## config.mk

```make
export PLATFORM = sky130hd
export DESIGN_NAME = alu_pipe
export DESIGN_NICKNAME = d
export VERILOG_FILES = /design/src/rtl/alu_pipe.sv
export SDC_FILE = /design/constraint.sdc
export NUM_CORES = 1
export LEC_CHECK = 0
export BUFFER_PORTS_ARGS = -buffer_cell sky130_fd_sc_hd__buf_2
export CAP_MARGIN = 20
export CORE_MARGIN = 10
export CORE_UTILIZATION = 55
export DETAILED_ROUTE_END_ITERATION = 8
export GPL_ROUTABILITY_DRIVEN = 0
export HOLD_SLACK_MARGIN = 0.02
export PLACE_DENSITY = 0.76
export SLEW_MARGIN = 20
export SYNTH_ARGS = -nofsm -noshare
export SYNTH_HDL_FRONTEND = slang
export SYNTH_SLANG_ARGS = --single-unit
```

## constraint.sdc

```tcl
create_clock -name clock_i -period 3 [get_ports clock_i]
set_clock_uncertainty 0.05 [all_clocks]
set_input_delay 0.45 -clock clock_i [delete_from_list [all_inputs] [get_ports clock_i]]
set_output_delay 0.45 -clock clock_i [all_outputs]
set_load 0.01 [all_outputs]
```

## src/rtl/alu_pipe.sv

```systemverilog
// Two-stage pipelined ALU: stage 1 evaluates the op, stage 2 shifts and
// builds Z/N/C/V, with valid/ready handshakes on both sides.
module alu_pipe #(
    parameter int WIDTH = 32
) (
    input  logic             clock_i,
    input  logic             reset_n_i,
    input  logic             in_valid_i,
    output logic             in_ready_o,
    input  logic [4:0]       opcode_i,
    input  logic [WIDTH-1:0] input_a,
    input  logic [WIDTH-1:0] input_b,
    output logic             out_valid_o,
    input  logic             out_ready_i,
    output logic [WIDTH-1:0] alu_out,
    output logic [3:0]       flags_o
);

    localparam int M = WIDTH - 1;

    typedef struct packed {
        logic [WIDTH-1:0] res;
        logic             c;
        logic             v;
        logic [1:0]       sh;
    } s1_t;

    typedef struct packed {
        logic [WIDTH-1:0] res;
        logic [3:0]       flags;
    } s2_t;

    logic s1_valid_q, s1_valid_d;
    logic s2_valid_q, s2_valid_d;
    s1_t  s1_q, s1_d, s1_new;
    s2_t  s2_q, s2_d, s2_new;
    logic s1_adv, s2_adv;

    logic [WIDTH:0] sum, diff;

    always_comb begin
        s2_adv = !s2_valid_q || out_ready_i;
        s1_adv = !s1_valid_q || s2_adv;
    end

    assign in_ready_o  = s1_adv;
    assign out_valid_o = s2_valid_q;
    assign alu_out     = s2_q.res;
    assign flags_o     = s2_q.flags;

    // Subtraction shares the adder form A + ~B + 1 so C reads as "no borrow".
    always_comb begin
        sum  = {1'b0, input_a} + {1'b0, input_b};
        diff = {1'b0, input_a} + {1'b0, ~input_b} + (WIDTH + 1)'(1);
    end

    always_comb begin
        s1_new     = '0;
        s1_new.sh  = opcode_i[4:3];
        unique case (opcode_i[2:0])
            3'd0: s1_new.res = input_a;
            3'd1: begin
                s1_new.res = sum[M:0];
                s1_new.c   = sum[WIDTH];
                s1_new.v   = (input_a[M] == input_b[M]) &&
                             (sum[M] != input_a[M]);
            end
            3'd2: begin
                s1_new.res = diff[M:0];
                s1_new.c   = diff[WIDTH];
                s1_new.v   = (input_a[M] != input_b[M]) &&
                             (diff[M] != input_a[M]);
            end
            3'd3: s1_new.res = input_a & input_b;
            3'd4: s1_new.res = input_a | input_b;
            3'd5: s1_new.res = input_a ^ input_b;
            3'd6: s1_new.res = input_b;
            3'd7: s1_new.res = ~input_a;
        endcase
    end

    logic [WIDTH-1:0] sh_res;
    logic             sh_c;

    always_comb begin
        sh_res = s1_q.res;
        sh_c   = s1_q.c;
        unique case (s1_q.sh)
            2'd0: ;
            2'd1: {sh_c, sh_res} = {s1_q.res, 1'b0};
            2'd2: {sh_res, sh_c} = {1'b0, s1_q.res};
            2'd3: {sh_res, sh_c} = {s1_q.res[M], s1_q.res};
        endcase
        s2_new.res   = sh_res;
        s2_new.flags = {sh_res == '0, sh_res[M], sh_c, s1_q.v};
    end

    always_comb begin
        s1_valid_d = s1_valid_q;
        s1_d       = s1_q;
        s2_valid_d = s2_valid_q;
        s2_d       = s2_q;
        if (s1_adv) begin
            s1_valid_d = in_valid_i;
            if (in_valid_i) s1_d = s1_new;
        end
        if (s2_adv) begin
            s2_valid_d = s1_valid_q;
            if (s1_valid_q) s2_d = s2_new;
        end
    end

    always_ff @(posedge clock_i or negedge reset_n_i) begin
        if (!reset_n_i) begin
            s1_valid_q <= 1'b0;
            s2_valid_q <= 1'b0;
            s1_q       <= '0;
            s2_q       <= '0;
        end else begin
            s1_valid_q <= s1_valid_d;
            s2_valid_q <= s2_valid_d;
            s1_q       <= s1_d;
            s2_q       <= s2_d;
        end
    end

endmodule

```

==> impl_results.md <==
- CP endpoint kind: register
- Longest Clk Path Bufs: 2
- Syn-to-layout area delta: 22.9%
- RSZ-0062 raised after global routing: yes
- P per Cell Area: 407 mW/mm²
- Most numerous cell in the Yosys netlist: a21oi_1
- Fin cells: 1,715
- DRT iter0 DRCs: 1,524
- Final Hold Vio Count: 0
- Pwr Total: 4.78 mW
- Post-synth cell types: 84
- Cell Chain, Critical Path: clkbuf_4, inv_1, ha_1, o21ba_1, or4_4, a211oi_4, o21ai_2, nand3_1, a21oi_1, o21bai_1, o221ai_1, a221oi_2, o31ai_1
- Final critical-path required period: 2.89 ns
- Yosys top cell by area: dfrtp_1
- Root Buffer: clkbuf_16
- Post-DR vias/cell: 6.42
- Main area contributors after synthesis: dfrtp_1 (19%), ha_1 (14%), a21oi_1 (8.3%)
- Overflow after GRT: 0
- Die Height: 152 µm
- YS warnings: 0
- Wirelength, routed: 33,600 µm
- Synthesized area per cell: 7.46 µm²
- Number of synthesized flops with an enable pin: 0
- Clock transition at path regs: 0.06 ns
- Vias in the first global route: 10,446
- Clock Sinks: 73
- First-pass GRT wire length: 53,000 µm
- Cts hold-fix bufs: 0
- Drt drc: 0
- Mapped Nets: 1,459
- Router iterations before antenna repair: 7
- Post-DRT Antenna Nets: 0
- Initial antenna violation count: 1
- Worst-case hold slack: 0.0878 ns
- DR WL/cell: 19.6 µm
- Period utilisation layout: 0.964
- CP Launch Type: input port
- Least-Margin Pin Slew: 1.08 ns
- Slowest stage cell, crit path: or4_4
- Standard-cell rows: 48
- Rel. slew slack: 0.280
- Synthesized netlist cell count: 1,280
- Max-slew violation count: 0
- Max cap viols: 0
- DP HPWL: 26,400 µm
- Share of layout cells above drive strength 1: 0.244
- CP Class: input port to register
- Mapped Area: 0.00955 mm²
- Maximum vdd drop: 0.391 mV
- Fin nets: 1,664
- Die area: 0.0230 mm²
- Pleak: 5.60 nW
- Clk Latency, worst-skew pair: 0.34 ns
- CP Data Required Time: 3.16 ns
- Yosys top cell area share: 0.191
- CTS tree: yes
- Async set-reset flop share out of synthesis: 1.00
- Pin count of the biggest net entering global routing: 67
- Core Util, Final: 0.683
- Die width: 152 µm
- Synth top cells by count: a21oi_1 (158), nand2_1 (112), nor2_1 (111), ha_1 (104), inv_1 (99)
- Fmax: 0.346 GHz
- Synthesized flop and latch total: 73
- Crit Path Max Fanout: 4
- Critical path's largest stage delay: 0.45 ns
- Worst Path Arrival: 3.05 ns
- IO Pins: 111
- Initial Utilization: 0.556
- Synth Flop Type: dfrtp_1
- Final setup viols: 0
- Total CTS buffers: 9
- Port Buffers: 110
- Fin Setup TNS: 0 ns
- Vias: 11,008
- H-tree levels: 3
- Sequential share of the synthesized area: 0.191
- Status: finished clean
- Placed cell count: 1,698
- Worst hold path class: input port to async pin
- GRT Overall Usage: 0.282
- Core area: 0.0172 mm²
## flip-flops by register name, summed over array words and instances, names as in the netlist
signal       flops
alu_out         31
flags_o          4
out_valid_o      1
s1_q            36
s1_valid_q       1
## where the power goes
part / total, mW / switching (mW) / internal, mW
logic: 2.34 / 1.35 / 0.986
registers: 1.41 / 0.203 / 1.21
clock network: 1.02 / 0.389 / 0.635
## critical path: cells and delay by family
family / cells / cell delay, ns
simple gates: 2 / 0.61
compound gates: 8 / 1.47
buf+inv: 2 / 0.20
fa+ha+maj: 1 / 0.31
## layout make-up
class                   count  area, µm²
inverters                 103        387
fillers                  1483       5450
clock inverters             4       45.0
diodes                      1       2.50
well taps                 225        282
repair buffers            291       1920
flip-flops and latches     73       1830
multi-input cells        1007       7030
clock buffers              11        233
## cells in the final DEF (no fill, tap or decap), types with 9 or more instances in the layout
| master | instances |
|---|---|
| buf_4 | 180 |
| a21oi_1 | 158 |
| nand2_1 | 112 |
| nor2_1 | 111 |
| buf_2 | 109 |
| ha_1 | 102 |
| inv_1 | 97 |
| o21ai_0 | 89 |
| dfrtp_1 | 72 |
| mux2i_1 | 43 |
| nor3_1 | 23 |
| a21o_1 | 20 |
| o22ai_1 | 20 |
| nand4_1 | 17 |
| xnor2_1 | 16 |
| nand3_1 | 15 |
| o21bai_1 | 14 |
| o221ai_1 | 13 |
| a211oi_1 | 13 |
| nand2b_1 | 12 |
| a31oi_1 | 12 |
| or3_1 | 12 |
| nor4_1 | 12 |
| mux4_2 | 12 |
| nor2b_1 | 11 |
| a221oi_1 | 10 |
| o31ai_1 | 9 |
| clkbuf_16 | 9 |
## metal layers
metal  wire length [µm]  up-vias  track usage  part of all wire
li1                   -     5044            -                 -
met1              13100     5035        0.363              0.39
met2              14700      760        0.439              0.44
met3               3990      169       0.0529              0.12
met4               1890        0        0.149             0.056
met5                  0        -            0                 0
## cells by family (layout without fill, tap and decap cells)
| group | Yosys count | count (layout) | share of synthesized area |
|---|---|---|---|
| other | 0 | 1 | 0 |
| DFF | 73 | 73 | 0.191 |
| and+or+nand+nor | 362 | 362 | 0.179 |
| adders and majority gates | 106 | 106 | 0.140 |
| xor gates and xnor gates | 16 | 16 | 0.0147 |
| AOI/OAI and AO/OA | 466 | 466 | 0.315 |
| buffers and inverters | 200 | 409 | 0.0840 |
| muxes | 57 | 57 | 0.0758 |
## path summary, 6_finish.rpt
kind                                    startpoint                       to  slack [ns]  cells past startpoint
min in group clock_i                   opcode_i[3]      s1_q[0]$_DFFE_PN0P_        0.26                      3
max reg2reg                 s1_valid_q$_DFFE_PN0N_     s1_q[33]$_DFFE_PN0P_        0.79                      8
min reg2reg                alu_out[16]$_DFFE_PN0P_  alu_out[16]$_DFFE_PN0P_        0.42                      2
min                                      reset_n_i   alu_out[6]$_DFFE_PN0P_        0.09                      1
max                                     input_a[1]     s1_q[21]$_DFFE_PN0P_        0.11                     13
max in group asynchronous                reset_n_i     s1_q[31]$_DFFE_PN0P_        2.15                      2
## through the flow
step	instance area [µm²]	setup WS, ns
floorplan	9560	0.00640
global placement	11300	-0.194
detailed placement	11300	-0.255
CTS	11600	0.0870
global route	11700	-0.0265
finish	11700	0.107
## timing repair
action / 4_1_cts / 5_1_grt
resized for setup: 0 / 21
endpoints found under the setup margin: 0 / 14
buffers inserted: 0 / 1
No activity file was read; power rests on OpenSTA's default activity.
